`config.mk`:
```
export PLATFORM = sky130hd
export DESIGN_NAME = datapath_param_flat
export DESIGN_NICKNAME = d
export VERILOG_FILES = /design/src/rtl/datapath_param_if.sv /design/src/rtl/datapath_param.sv /design/src/flat_wrapper.sv
export SDC_FILE = /design/constraint.sdc
export NUM_CORES = 1
export LEC_CHECK = 0
export CAP_MARGIN = 20
export CORE_UTILIZATION = 25
export DETAILED_ROUTE_END_ITERATION = 10
export GPL_ROUTABILITY_DRIVEN = 0
export SYNTH_ARGS = -nofsm -noshare
export SYNTH_HDL_FRONTEND = slang
export SYNTH_SLANG_ARGS = --single-unit
```
`constraint.sdc`:
```
create_clock -name clk -period 8.2 [get_ports clk]
set_input_delay 1.64 -clock clk [delete_from_list [all_inputs] [get_ports clk]]
set_output_delay 1.64 -clock clk [all_outputs]
set_load 0.05 [all_outputs]
```
`src/rtl/datapath_param_if.sv`:
```
// Decoder <-> datapath bundle: register fields, immediate, control strobes,
// and the returned pc/flags/port/stall signals.
interface datapath_param_if #(
  parameter int unsigned DW    = 4,
  parameter int unsigned PW    = 4,
  parameter int unsigned RAW   = 3,
  parameter int unsigned NPORT = 2
);
  logic [RAW-1:0]        ra1;
  logic [RAW-1:0]        ra2;
  logic [RAW-1:0]        wa;
  logic [DW-1:0]         imm;
  logic                  reg_write;
  logic                  mem_write;
  logic                  mem_read;
  logic                  alu_src;
  logic                  pc_src;
  logic                  port_write;
  logic                  flag_we;
  logic [3:0]            alu_op;
  logic [1:0]            wb_sel;
  logic [NPORT*DW-1:0]   port_in;
  logic [PW-1:0]         pc;
  logic [3:0]            alu_flags;
  logic [NPORT*DW-1:0]   port_data;
  logic                  stall;

  modport master (
    output ra1, ra2, wa, imm, reg_write, mem_write, mem_read, alu_src,
           pc_src, port_write, flag_we, alu_op, wb_sel, port_in,
    input  pc, alu_flags, port_data, stall
  );

  modport slave (
    input  ra1, ra2, wa, imm, reg_write, mem_write, mem_read, alu_src,
           pc_src, port_write, flag_we, alu_op, wb_sel, port_in,
    output pc, alu_flags, port_data, stall
  );
endinterface

```
`src/rtl/datapath_param.sv`:
```
// Parametrised datapath: register file, ALU, flags, data RAM, output ports, load-stall FSM.
// Optional DP_ZERO_REG_EN: R0 reads as zero and ignores writes.
module datapath_param #(
  parameter int unsigned DW     = 4,
  parameter int unsigned PW     = 4,
  parameter int unsigned RAW    = 3,
  parameter int unsigned NPORT  = 2,
  parameter int unsigned RD_LAT = 1
) (
  input  logic             clk,
  input  logic             reset,
  datapath_param_if.slave  dp
);
  localparam int unsigned NREG  = 2**RAW;
  localparam int unsigned DEPTH = 2**DW;
  localparam int unsigned CW    = (RD_LAT > 1) ? $clog2(RD_LAT) : 1;
`ifdef DP_ZERO_REG_EN
  localparam bit ZERO_REG = 1'b1;
`else
  localparam bit ZERO_REG = 1'b0;
`endif

  typedef enum logic {EXEC, LOAD_WAIT} state_t;

  state_t              state, state_nx;
  logic [CW-1:0]       cnt, cnt_nx;
  logic                stall;
  logic                upd;

  logic [DW-1:0]       regs    [NREG];
  logic [DW-1:0]       ram     [DEPTH];
  logic [DW-1:0]       rd_pipe [RD_LAT];
  logic [DW-1:0]       src1, rd2, src2;
  logic [DW-1:0]       alu_res, wb_data, port_sel;
  logic [DW:0]         sum;
  logic                alu_c, alu_v;
  logic [3:0]          flags_nx;
  logic [PW-1:0]       pc_q, pc_inc;
  logic [3:0]          flags_q;
  logic [NPORT*DW-1:0] port_q;
  logic                wr_ok;

  // Operand fetch; reads see the pre-edge register contents
  always_comb begin
    src1 = regs[dp.ra1];
    rd2  = regs[dp.ra2];
    if (ZERO_REG && dp.ra1 == '0) src1 = '0;
    if (ZERO_REG && dp.ra2 == '0) rd2  = '0;
    src2 = dp.alu_src ? dp.imm : rd2;
  end

  always_comb begin
    alu_res = '0;
    sum     = '0;
    alu_c   = 1'b0;
    alu_v   = 1'b0;
    case (dp.alu_op)
      4'd0: begin
        sum     = {1'b0, src1} + {1'b0, src2};
        alu_res = sum[DW-1:0];
        alu_c   = sum[DW];
        alu_v   = (src1[DW-1] == src2[DW-1]) && (alu_res[DW-1] != src1[DW-1]);
      end
      4'd1: begin
        sum     = {1'b0, src1} + {1'b0, ~src2} + {{DW{1'b0}}, 1'b1};
        alu_res = sum[DW-1:0];
        alu_c   = sum[DW];
        alu_v   = (src1[DW-1] != src2[DW-1]) && (alu_res[DW-1] != src1[DW-1]);
      end
      4'd2: alu_res = src1 & src2;
      4'd3: alu_res = src1 | src2;
      4'd4: alu_res = src1 ^ src2;
      4'd5: alu_res = ~src1;
      4'd6: begin
        alu_res = src1 << 1;
        alu_c   = src1[DW-1];
      end
      4'd7: begin
        alu_res = src1 >> 1;
        alu_c   = src1[0];
      end
      4'd8: alu_res = src2;
      default: alu_res = '0;
    endcase
    flags_nx = {alu_res[DW-1], (alu_res == '0), alu_c, alu_v};
  end

  // Input port select for write-back; out-of-range index yields zero
  always_comb begin
    port_sel = '0;
    for (int unsigned k = 0; k < NPORT; k++)
      if (32'(src2) == k) port_sel = dp.port_in[k*DW +: DW];
  end

  always_comb begin
    pc_inc = pc_q + PW'(1);
    case (dp.wb_sel)
      2'd0:    wb_data = alu_res;
      2'd1:    wb_data = DW'(pc_inc);
      2'd2:    wb_data = rd_pipe[RD_LAT-1];
      default: wb_data = port_sel;
    endcase
    wr_ok = dp.reg_write && !(ZERO_REG && dp.wa == '0);
  end

  always_ff @(posedge clk or posedge reset) begin
    if (reset) begin
      state <= EXEC;
      cnt   <= '0;
    end else begin
      state <= state_nx;
      cnt   <= cnt_nx;
    end
  end

  // Load FSM: the issuing cycle and all but the last wait cycle stall
  always_comb begin
    state_nx = state;
    cnt_nx   = cnt;
    stall    = 1'b0;
    case (state)
      EXEC: begin
        if (dp.mem_read) begin
          stall    = 1'b1;
          cnt_nx   = CW'(RD_LAT - 1);
          state_nx = LOAD_WAIT;
        end
      end
      LOAD_WAIT: begin
        if (cnt != '0) begin
          stall  = 1'b1;
          cnt_nx = cnt - CW'(1);
        end else begin
          state_nx = EXEC;
        end
      end
      default: state_nx = EXEC;
    endcase
    upd = !stall;
  end

  always_ff @(posedge clk or posedge reset) begin
    if (reset) begin
      pc_q    <= '0;
      flags_q <= '0;
      port_q  <= '0;
      for (int unsigned r = 0; r < NREG; r++) regs[r] <= '0;
    end else if (upd) begin
      pc_q <= dp.pc_src ? PW'(src2) : pc_inc;
      if (state == EXEC && dp.flag_we) flags_q <= flags_nx;
      if (wr_ok) regs[dp.wa] <= wb_data;
      if (dp.port_write)
        for (int unsigned k = 0; k < NPORT; k++)
          if (32'(src2) == k) port_q[k*DW +: DW] <= src1;
    end
  end

  // RAM is not reset; read data enters a RD_LAT-deep pipe at load issue
  always_ff @(posedge clk) begin
    if (upd && dp.mem_write && !dp.mem_read) ram[src2] <= rd2;
    if (state == EXEC && dp.mem_read) rd_pipe[0] <= ram[src1];
    for (int unsigned i = 1; i < RD_LAT; i++) rd_pipe[i] <= rd_pipe[i-1];
  end

  assign dp.pc        = pc_q;
  assign dp.alu_flags = flags_q;
  assign dp.port_data = port_q;
  assign dp.stall     = stall;
endmodule

```
`src/flat_wrapper.sv`:
```
// flat-port wrapper written by rule: the top's interface ports become plain ports
module datapath_param_flat 
#(
  parameter int unsigned DW     = 4,
  parameter int unsigned PW     = 4,
  parameter int unsigned RAW    = 3,
  parameter int unsigned NPORT  = 2,
  parameter int unsigned RD_LAT = 1
)
  (clk, reset, dp_ra1, dp_ra2, dp_wa, dp_imm, dp_reg_write, dp_mem_write, dp_mem_read, dp_alu_src, dp_pc_src, dp_port_write, dp_flag_we, dp_alu_op, dp_wb_sel, dp_port_in, dp_pc, dp_alu_flags, dp_port_data, dp_stall);
  datapath_param_if #(.DW(DW), .PW(PW), .RAW(RAW), .NPORT(NPORT)) dp_i ();
  input  logic clk;
  input  logic reset;
  input wire logic [$bits(dp_i.ra1)-1:0] dp_ra1;
  input wire logic [$bits(dp_i.ra2)-1:0] dp_ra2;
  input wire logic [$bits(dp_i.wa)-1:0] dp_wa;
  input wire logic [$bits(dp_i.imm)-1:0] dp_imm;
  input wire logic [$bits(dp_i.reg_write)-1:0] dp_reg_write;
  input wire logic [$bits(dp_i.mem_write)-1:0] dp_mem_write;
  input wire logic [$bits(dp_i.mem_read)-1:0] dp_mem_read;
  input wire logic [$bits(dp_i.alu_src)-1:0] dp_alu_src;
  input wire logic [$bits(dp_i.pc_src)-1:0] dp_pc_src;
  input wire logic [$bits(dp_i.port_write)-1:0] dp_port_write;
  input wire logic [$bits(dp_i.flag_we)-1:0] dp_flag_we;
  input wire logic [$bits(dp_i.alu_op)-1:0] dp_alu_op;
  input wire logic [$bits(dp_i.wb_sel)-1:0] dp_wb_sel;
  input wire logic [$bits(dp_i.port_in)-1:0] dp_port_in;
  output wire logic [$bits(dp_i.pc)-1:0] dp_pc;
  output wire logic [$bits(dp_i.alu_flags)-1:0] dp_alu_flags;
  output wire logic [$bits(dp_i.port_data)-1:0] dp_port_data;
  output wire logic [$bits(dp_i.stall)-1:0] dp_stall;
  assign dp_i.ra1 = dp_ra1;
  assign dp_i.ra2 = dp_ra2;
  assign dp_i.wa = dp_wa;
  assign dp_i.imm = dp_imm;
  assign dp_i.reg_write = dp_reg_write;
  assign dp_i.mem_write = dp_mem_write;
  assign dp_i.mem_read = dp_mem_read;
  assign dp_i.alu_src = dp_alu_src;
  assign dp_i.pc_src = dp_pc_src;
  assign dp_i.port_write = dp_port_write;
  assign dp_i.flag_we = dp_flag_we;
  assign dp_i.alu_op = dp_alu_op;
  assign dp_i.wb_sel = dp_wb_sel;
  assign dp_i.port_in = dp_port_in;
  assign dp_pc = dp_i.pc;
  assign dp_alu_flags = dp_i.alu_flags;
  assign dp_port_data = dp_i.port_data;
  assign dp_stall = dp_i.stall;
  datapath_param #(.DW(DW), .PW(PW), .RAW(RAW), .NPORT(NPORT), .RD_LAT(RD_LAT)) u_core (.clk(clk), .reset(reset), .dp(dp_i));
endmodule
```
Word level (Yosys, flattened, before mapping)
Memories as Yosys holds them, arrays and structs flattened.
Index checks and enable logic that the tools add are counted.

operators by class
  reduce and logical (&&, ||, !) cells = 17
  add/subtract/negate cells = 5
  magnitude comparators = 4
  equality and inequality tests = 16
  bitwise gates (word level) = 10
  divide/modulo/power cells = 0
  multiply operators = 0
  muxes and demuxes = 27
  shifts and indexed selects = 0

operator list
  kind                   count
  $mux W4                9
  $pmux W4 S9            1
  $bwmux W32             1
  $bmux W4 S3            2
  $eq A4 B3 Y1 const B   4
  $demux W4 S3           1
  $ge A4 B4 Y1 const B   3
  $logic_not A4 Y1       3
  $not A3 Y4             3
  $pmux W4 S3            1
  $add A4 B4 Y5          2
  $eq A4 B1 Y1 const B   2
  $eq A4 B2 Y1 const B   2
  $mux W1                8
  $not A4 Y4             2
  $logic_and A1 B1 Y1    7
  $pmux W1 S2            3
  $reduce_and A3 Y1      2
  $add A5 B1 Y5 const B  1
  $add A4 B1 Y4 const B  1
  $and A4 B4 Y4          1
  $eq A4 B4 Y1 const B   1
  $lt A4 B1 Y1 const B   1
  $or A4 B4 Y4           1
  12 further kinds       17

storage, ports and cells
  ROM bits = 0
  memory bits (writable) = 68
  input bits = 36
  latch bits = 0
  bits in registers = 50
  memories kept = 2

memories
  memory          words  width  read ports  clocked after memory_dff  wr ports  RTL line              RTL
  u_core.ram      16     4      1           0                         1         datapath_param.sv:31  logic [DW-1:0] ram [DEPTH];
  u_core.rd_pipe  1      4      1           0                         1         datapath_param.sv:32  logic [DW-1:0] rd_pipe [RD_LAT];

Depth between registers and ports, before layout
Gate-level depths: netlist of run 1.

  word-level depth = 11
  depth in mapped cells = 15

Least setup slack after synthesis of run 1
No wires, ideal clock.

  kind = input-to-reg
  from = in dp_ra1[0]
  to = reg u_core.regs[17] in the netlist's numbering
  data arrival time = 5.471 ns
  stages on the path = 15
  slack = 2.645 ns
  buffers on the path = 4
  cells stage by stage = buf_2 -> mux4_2 -> mux2i_1 -> clkbuf_1 -> clkbuf_1 -> buf_1 -> inv_1 -> ha_1 -> or3b_2 -> a21oi_1 -> a311oi_1 -> o221a_2 -> a311oi_1 -> a311oi_2 -> o21ai_0

on the way
  cells in the longest elaborated chain, start to end = 9

RTL lines
  item                                          RTL line               RTL
  start: declaration                            flat_wrapper.sv:14     input wire logic [$bits(dp_i.ra1)-1:0] dp_ra1;
  $not A3 Y4 (not written as such) *            datapath_param.sv:45   src1 = regs[dp.ra1];
  $bmux W4 S3 *                                 datapath_param.sv:45
  $mux W4 (not written as such) * (2 in a row)  datapath_param.sv:45
  net u_core.src1[1]                            datapath_param.sv:33   logic [DW-1:0] src1, rd2, src2;
  $add A4 B4 Y5                                 datapath_param.sv:65   sum = {1'b0, src1} + {1'b0, ~src2} + {{DW{1'b0}}, 1'b1};
  $add A5 B1 Y5                                 datapath_param.sv:65
  $pmux W4 S9 *                                 datapath_param.sv:57   case (dp.alu_op)
  $pmux W4 S3 *                                 datapath_param.sv:97   case (dp.wb_sel)
  $bwmux W32 *                                  datapath_param.sv:151  if (wr_ok) regs[dp.wa] <= wb_data;
  end signal: indexed assignment                datapath_param.sv:151
  end: declaration                              datapath_param.sv:30   logic [DW-1:0] regs [NREG];

Mark *: on every way through the listed nets, which the timed path passes. The rest lies on a longest branch. The select of a mux whose other input is x is not followed.
A chain may end at the register's enable or synchronous reset.

Worst setup path after layout of run 1
  from = in dp_ra2[0]
  to = reg u_core.regs[17] in the netlist's numbering

on the way
  cells in the longest elaborated chain, start to end = 11

RTL lines
  item                                          RTL line               RTL
  start: declaration                            flat_wrapper.sv:15     input wire logic [$bits(dp_i.ra2)-1:0] dp_ra2;
  $not A3 Y4 (not written as such) *            datapath_param.sv:46   rd2 = regs[dp.ra2];
  $bmux W4 S3 *                                 datapath_param.sv:46
  $mux W4 (not written as such) * (2 in a row)  datapath_param.sv:46
  net u_core.rd2[0]                             datapath_param.sv:33
  $mux W4 *                                     datapath_param.sv:49   src2 = dp.alu_src ? dp.imm : rd2;
  $not A4 Y4                                    datapath_param.sv:65
  $add A4 B4 Y5                                 datapath_param.sv:65
  $add A5 B1 Y5                                 datapath_param.sv:65
  $pmux W4 S9                                   datapath_param.sv:57
  $pmux W4 S3 *                                 datapath_param.sv:97
  $bwmux W32 *                                  datapath_param.sv:151

Marks and branches as above.

==> flow_summary.json, run 1 <==
{
  "run_status": "completed",
  "placement.io_buffers": 52,
  "cts_buffer_depth": 2,
  "path_class": "in2reg",
  "syn_inst": 504,
  "synthArstFlopShare": 0.419,
  "final_cells": 889,
  "drive_above_1_share": 0.158,
  "cp.arrival_ps": 6690,
  "start_util": 0.259,
  "rows": 56,
  "min_period_ps": 6360,
  "core_um2": 23800,
  "setup_ws_ps": 1840,
  "fmax_ghz": 0.157,
  "cap_violations": 0,
  "p_seq_frac": 0.348,
  "design_power_total_uw": 2310,
  "hp-start": "u_core.dp.alu_flags[0]",
  "cts.htree.levels": 4,
  "worstPathRequired_ps": 8520,
  "fin_tns_setup_ps": 0,
  "reg2reg_depth": 14,
  "intPower_uw": 1520,
  "layout-area-overhead-vs-synth_pct": 24.3,
  "dp_hpwl_um": 11000,
  "drc": 0,
  "die-area_um2": 25200,
  "postCtsHoldBufs": 0,
  "final_nets": 608,
  "cp-start-kind": "input port",
  "path_clk_slew_ps": 60,
  "synth_area_per_cell_um2": 12.2,
  "ys_types": 60,
  "slew_headroom": 0.288,
  "ir_drop_mv": 0.159,
  "boundaryPins": 53,
  "post-cts-setup-buffers": 0,
  "regArea_um2": 3270,
  "grt_max_degree": 50,
  "min_delay_path_depth": 2,
  "skew_ps": 9.15,
  "p_switching_uw": 783,
  "wl_met2_um": 7330,
  "cts_inserted_buffers": 17,
  "final_antenna_net_count": 0,
  "setup_viol": 0,
  "nFillCells": 2351,
  "hold_end": "u_core.dp.alu_flags[0]",
  "syn_area_um2": 6140,
  "hp-class": "reg2reg",
  "finalHoldViolCount": 0,
  "cp-end-kind": "flop",
  "tightestPinTransition_ps": 1070,
  "m1WireLength_um": 7120,
  "synth_edf_count": 68,
  "first_pass_iters": 6,
  "r2r_setup_slack_ps": 3800,
  "rr_endpoint": "u_core.regs[17]",
  "cts_root_buffer": "clkbuf_16",
  "wl_per_cell_um": 17.7,
  "grt_setup_unrepaired": "no",
  "worst-path-max-fanout": 17,
  "wl_met3_um": 746,
  "worst_hold_slack_ps": 476,
  "reg2reg_from": "u_core.regs[0]",
  "p_per_area_nw_per_um2": 302,
  "slew_violations": 0,
  "finalWirelength_um": 15700,
  "drt-initial-drc-count": 263,
  "p_leak_uw": 0.00289,
  "vias": 4214,
  "place_inst": 856,
  "cts.sinks": 117,
  "comb_power_share": 0.329,
  "yosys_most_used_dff": "edfxtp_1",
  "grt-ovfl-total": 0,
  "multiInputGateArea_um2": 2740,
  "cts_tree": "done",
  "p_sw_frac": 0.340,
  "synth_nets": 555,
  "die_width_um": 159,
  "grt_pass1_wl_um": 24700,
  "antenna_found_initial": 0,
  "ys_ff_latch": 117,
  "grt_pass1_vias": 4239,
  "clock_latency_ps": 410,
  "diodes": 0,
  "ys_seq_area_frac": 0.532,
  "die_h_um": 159,
  "grtUsageTotal": 0.129,
  "fin_crit_sh": 0.776,
  "highest_layer": "met4",
  "viasPerCell": 4.74,
  "synth_warnings": 0,
  "ctsResizeCount": 0,
  "power_frac_clock": 0.323,
  "pre_cts_ws_ps": 1350
}
-- cells in the mapped netlist (7+ instances only) --
cell type  number  area share
edfxtp_1       68        0.33
dfrtp_1        49        0.20
nand2_1        42       0.026
nor2_1         42       0.026
mux2i_1        29       0.047
mux2_2         26       0.048
o21ai_0        24       0.020
a21oi_1        22       0.018
clkbuf_1       18       0.011
a211oi_1       17       0.021
inv_1          15      0.0092
ha_1           13       0.026
mux4_2         13       0.048
mux2_1         11       0.020
nor2b_1        10       0.010
o211ai_1       10       0.012
and2_1          9      0.0092
nand3_1         7      0.0057
-- worst max-delay path: stages --
cell and delay [ps]:
clkdlybuf4s50_1 990, mux4_2 580, mux2_2 430, mux2i_4 410
inv_1 200, ha_1 250, inv_1 80, fa_1 400
nor2b_1 140, a2111oi_0 440, a311oi_1 100, o221a_2 310
a311oi_1 330, a311oi_2 160, o21ai_0 230
-- final cells by class --
type | count | share of cell area
Clock inverter | 13 | 0.0207
Multi-Input combinational cell | 347 | 0.359
Tap cell | 319 | 0.0523
Timing Repair Buffer | 58 | 0.0757
Sequential cell | 117 | 0.428
Clock buffer | 19 | 0.0567
Inverter | 16 | 0.00787
-- sequential cells by signal, summed over array words and instances (netlist names) --
name / flops
u_core.dp.alu_flags: 4
u_core.regs: 32
u_core.rd_pipe: 4
u_core.dp.pc: 4
u_core.ram: 64
u_core.state: 1
u_core.dp.port_data: 8
-- kinds of logic after synthesis --
family,share of synthesized area
DFF,0.532
buffers and inverters,0.0263
and+or+nand+nor,0.115
AOI/OAI and AO/OA,0.113
muxes,0.171
adders and majority gates,0.0330
xor gates and xnor gates,0.00856
-- per-stage QoR --
step	cell area [um2]	utilization
after CTS	7610	0.320
after floorplan	6140	-
after detailed placement	7020	0.296
final	7630	0.321
after global routing	7630	0.321
after global placement	7020	0.296
-- how the worst max path moves through the flow --
| stage | from | to | slack (ps) | cells after the start |
|---|---|---|---|---|
| floorplan | dp_ra1[0] | u_core.regs[17] | 2650 | 15 |
| global placement | dp_ra2[0] | u_core.regs[17] | 1570 | 15 |
| detailed placement | dp_ra2[0] | u_core.regs[17] | 1350 | 15 |
| CTS | dp_ra2[0] | u_core.regs[17] | 1810 | 15 |
| global route | dp_ra2[0] | u_core.regs[9] | 1510 | 15 |
| finish | dp_ra2[0] | u_core.regs[17] | 1840 | 15 |
-- power by group through the flow --
stage	logic (uW)	registers, uW	clock network (uW)
finish	758	803	744
global placement	754	813	0
CTS	761	803	754
detailed placement	760	813	0
floorplan	437	886	0
global route	822	815	779
-- placed cells by master, fill, tap and decap left out, types with 13 or more instances in the layout --
master	synthesis	final
a21oi_1	22	22
inv_1	15	14
clkbuf_16	0	17
dfrtp_1	49	49
nor2_1	42	42
a211oi_1	17	17
nand2_1	42	42
edfxtp_1	68	68
mux2_2	26	26
clkdlybuf4s50_1	0	52
mux2i_1	29	27
mux4_2	13	13
ha_1	13	13
o21ai_0	24	24
-- routing by layer --
| metal | up-vias | global-route usage |
|---|---|---|
| met5 | - | 0 |
| met4 | 0 | 0.0640 |
| met3 | 27 | 0.0269 |
| met2 | 119 | 0.198 |
| met1 | 2073 | 0.172 |
| li1 | 1995 | - |
Power figures use the tool's default switching activity.
==> run 2: changes to the inputs <==
clock period = 5.1 ns   (was 8.2 ns; I/O delays follow)
==> run 2 against run 1 <==
  * Worst setup slack lost 1600 ps
  * Core utilization is 0.87 points higher
  * Global-route usage grew 0.34 points
  * Largest cell class unchanged
  * First-iteration DRC count is 4.6% higher
  * Largest power group unchanged
  * Worst hold slack about the same
  * Sequential power increased by 62%
  * Power grew 64%
  * Final cell count rose by 2.8%
==> flow_summary.json, run 2 (synthesis results as in run 1) <==
{
  "run_status": "completed",
  "slew_headroom": 0.341,
  "p_leak_uw": 0.00301,
  "drc": 0,
  "regMostFlops": "u_core.ram",
  "worst-path-max-fanout": 8,
  "vias": 4361,
  "p_per_area_nw_per_um2": 483,
  "worstPathRequired_ps": 5440,
  "placement.io_buffers": 52,
  "setup_viol": 0,
  "final_common_cell": "edfxtp_1",
  "tightestPinTransition_ps": 987,
  "finalHoldViolCount": 0,
  "cp.arrival_ps": 5160,
  "layout-area-overhead-vs-synth_pct": 27.6,
  "hp-class": "reg2reg",
  "final_cell_mix": "68 x edfxtp_1, 52 x clkdlybuf4s50_1, 49 x dfrtp_1",
  "skew_ps": 5.94,
  "final_nets": 634,
  "final_antenna_net_count": 0,
  "cts.sinks": 117,
  "first_pass_iters": 4,
  "cp-start-kind": "input port",
  "cts_tree": "done",
  "rows": 56,
  "cts_inserted_buffers": 17,
  "final_cells": 914,
  "path_class": "in2reg",
  "ctsResizeCount": 0,
  "cap_violations": 0,
  "start_util": 0.259,
  "dpl_cell_area_um2": 7220,
  "largest_reg_flops": 64,
  "grt-ovfl-total": 0,
  "grtUsageTotal": 0.132,
  "finalWirelength_um": 15900,
  "grt_pass1_wl_um": 25000,
  "grt_setup_unrepaired": "no",
  "cts_buffer_depth": 2,
  "cts_root_buffer": "clkbuf_16",
  "dp_hpwl_um": 11400,
  "grt_pass1_vias": 4328,
  "die-area_um2": 25200,
  "path_clk_slew_ps": 60,
  "boundaryPins": 53,
  "cp-end-kind": "flop",
  "fin_crit_sh": 0.946,
  "antenna_found_initial": 0,
  "drt-initial-drc-count": 275,
  "postCtsHoldBufs": 0,
  "die_width_um": 159,
  "drive_above_1_share": 0.198,
  "ir_drop_mv": 0.327,
  "nFillCells": 2326,
  "viasPerCell": 4.77,
  "diodes": 0,
  "clock_latency_ps": 420,
  "min_period_ps": 4820,
  "core_um2": 23800,
  "design_area_um2": 7840,
  "fmax_ghz": 0.207,
  "wl_per_cell_um": 17.4,
  "cts.htree.levels": 4,
  "die_h_um": 159,
  "place_inst": 882,
  "fin_tns_setup_ps": 0,
  "slew_violations": 0,
  "post-cts-setup-buffers": 0,
  "grt_max_degree": 50
}
[run 2: layout make-up]
type / instances / area [um2] / area share
flip-flops and latches: 117 / 3270 / 0.417
multi-input cells: 347 / 2740 / 0.349
inverters: 16 / 60.1 / 0.00766
well taps: 319 / 399 / 0.0509
repair buffers: 84 / 773 / 0.0986
clock inverters: 14 / 176 / 0.0225
clock buffers: 17 / 425 / 0.0543
[run 2: power by group]
part / internal (uW) / leakage, uW / switching [uW]
combinational: 530 / 0.00148 / 747
sequential: 1200 / 0.00124 / 93.1
clock: 770 / 0.000281 / 444
[run 2: critical path, cell delays in order]
cell	delay (ps)
clkdlybuf4s50_1	600
mux4_2	540
mux2_2	320
mux2i_4	150
inv_1	90
ha_1	210
inv_1	70
fa_1	390
nor2b_1	130
a2111oi_0	450
a311oi_1	100
o221a_2	320
a311oi_1	370
a311oi_2	160
o21ai_0	230
[run 2: path summary, 6_finish.rpt]
check	from	endpoint	slack [ps]	cells past startpoint
worst max register to register	u_core.regs[12]	u_core.regs[25]	1150	14
worst min register to register	u_core.dp.port_data[4]	u_core.dp.port_data[4]	480	2
worst max-delay path	dp_ra2[0]	u_core.regs[25]	280	15
min in group asynchronous	reset	u_core.regs[28]	830	2
max in group asynchronous	reset	u_core.regs[4]	3780	3
worst min-delay path	u_core.dp.port_data[4]	u_core.dp.port_data[4]	480	2
[run 2: layer usage]
metal,GRT usage,wire [um],up-vias
li1,-,-,2059
met1,0.164,6720,2110
met2,0.215,7800,161
met3,0.0308,936,31
met4,0.0680,455,0
met5,0,0,-
[run 2: stage by stage]
step | setup WS [ps] | hold WS [ps] | utilization | total power (uW)
floorplan | 165 | 460 | - | 2130
global placement | 6.99 | 460 | 0.304 | 2580
detailed placement | -162 | 472 | 0.304 | 2590
CTS | 282 | 485 | 0.329 | 3820
global route | 19.9 | 506 | 0.330 | 3980
finish | 277 | 476 | 0.330 | 3790
==> run 3: changes to the inputs <==
CORE_UTILIZATION = 53   (was 25)
PLACE_DENSITY = 0.77   (was not set)
==> run 3 against run 2 <==
  * Cell area shrank 3.3%
  * Sequential cell count unchanged
  * Die area fell by 52%
  * Sequential power barely moved
  * Core utilization grew 35 points
  * Global-route usage up 13 points
  * Routed wire length fell by 7.4%
  * First-iteration DRC count up 16%
==> flow_summary.json, run 3 (synthesis results as in run 1) <==
{
  "intPower_uw": 2540,
  "largest_reg_flops": 64,
  "p_per_area_nw_per_um2": 501,
  "fin_tns_setup_ps": 0,
  "multiInputGateArea_um2": 2740,
  "final_antenna_net_count": 0,
  "final_common_cell": "edfxtp_1",
  "cts_buffer_depth": 2,
  "grt_max_degree": 50,
  "path_clk_slew_ps": 50,
  "slew_violations": 0,
  "grt-ovfl-total": 0,
  "viasPerCell": 6.08,
  "drive_above_1_share": 0.186,
  "fmax_ghz": 0.207,
  "wl_per_cell_um": 20.2,
  "place_inst": 697,
  "cts.sinks": 117,
  "fin_util": 0.684,
  "cap_violations": 0,
  "postCtsHoldBufs": 0,
  "regArea_um2": 3270,
  "clock_latency_ps": 410,
  "worst_hold_slack_ps": 474,
  "final_cell_mix": "68 x edfxtp_1, 52 x clkdlybuf4s50_1, 49 x dfrtp_1",
  "drt-initial-drc-count": 318,
  "ctsResizeCount": 0,
  "fin_crit_sh": 0.947,
  "hp-class": "reg2reg",
  "worst-path-max-fanout": 8,
  "vias": 4440,
  "power_frac_clock": 0.324,
  "final_nets": 628,
  "finalWirelength_um": 14700,
  "ir_drop_mv": 0.367,
  "dpl_cell_area_um2": 6950,
  "setup_viol": 0,
  "design_area_um2": 7580,
  "layout-area-overhead-vs-synth_pct": 23.4,
  "boundaryPins": 53,
  "diodes": 0,
  "grtUsageTotal": 0.262,
  "p_sw_frac": 0.332,
  "p_switching_uw": 1260,
  "regMostFlops": "u_core.ram",
  "worstPathRequired_ps": 5370,
  "rows": 38,
  "grt_setup_unrepaired": "no",
  "slew_headroom": 0.348,
  "run_status": "completed",
  "cts.htree.levels": 4,
  "comb_power_share": 0.334,
  "cp-start-kind": "input port",
  "die-area_um2": 12000,
  "antenna_found_initial": 0,
  "cts_inserted_buffers": 17,
  "first_pass_iters": 5,
  "p_leak_uw": 0.00299,
  "skew_ps": 14.6,
  "drc": 0,
  "min_period_ps": 4830,
  "final_cells": 730,
  "die_width_um": 110,
  "die_h_um": 110,
  "tightestPinTransition_ps": 976,
  "p_seq_frac": 0.342,
  "grt_pass1_wl_um": 22500,
  "nFillCells": 772,
  "placement.io_buffers": 52,
  "r2r_setup_slack_ps": 1100,
  "path_class": "in2reg",
  "cts_root_buffer": "clkbuf_16",
  "finalHoldViolCount": 0,
  "grt_pass1_vias": 4364,
  "core_um2": 11100,
  "cts_tree": "done",
  "cp.arrival_ps": 5090,
  "start_util": 0.554,
  "post-cts-setup-buffers": 0,
  "cp-end-kind": "flop",
  "dp_hpwl_um": 10400
}
==> run 3: stage by stage <==
stage                     power, uW  worst slack (ps)
after global routing           3970              4.51
after CTS                      3800               284
after global placement         2530              41.5
after floorplan                2130               165
final                          3800               272
after detailed placement       2570              -117
==> run 3: routing by layer <==
layer  vias up  wire [um]  global-route usage
met5         -          0                   0
met3        33       1200              0.0860
met4         0        403               0.114
li1       2036          -                   -
met2       188       7150               0.418
met1      2183       5970               0.326
==> run 3: final cells by class <==
cell class,instances,area share
timing repair buffer,78,0.0961
tap,140,0.0231
sequential,117,0.431
inverter,16,0.00792
clock buffer,19,0.0571
clock inverter,13,0.0236
multi-input combinational,347,0.361
==> run 3: critical path, cell delays in order <==
cell             delay [ps]
clkdlybuf4s50_1         560
buf_4                   210
buf_4                   170
mux2i_1                  90
mux4_2                  510
o21ai_1                 170
inv_1                   130
fa_1                    520
nor2b_1                 150
a2111oi_0               100
a311oi_1                330
o221a_2                 250
a311oi_1                120
a311oi_2                570
o21ai_0                 190
==> run 3: path summary, 6_finish.rpt <==
check | startpoint | end | depth (start not counted)
worst max register to register | u_core.regs[4] | u_core.regs[29] | 14
worst min-delay path | u_core.dp.alu_flags[1] | u_core.dp.alu_flags[1] | 2
worst min register to register | u_core.dp.alu_flags[1] | u_core.dp.alu_flags[1] | 2
max in group asynchronous | reset | u_core.dp.pc[2] | 3
min in group asynchronous | reset | u_core.regs[2] | 2
worst max-delay path | dp_ra2[0] | u_core.regs[25] | 15
==> run 3: power groups by stage <==
stage	combinational, uW	clock [uW]	sequential [uW]
detailed placement	1260	0	1310
CTS	1260	1250	1300
floorplan	703	0	1420
global placement	1220	0	1300
finish	1270	1230	1300
global route	1370	1290	1310
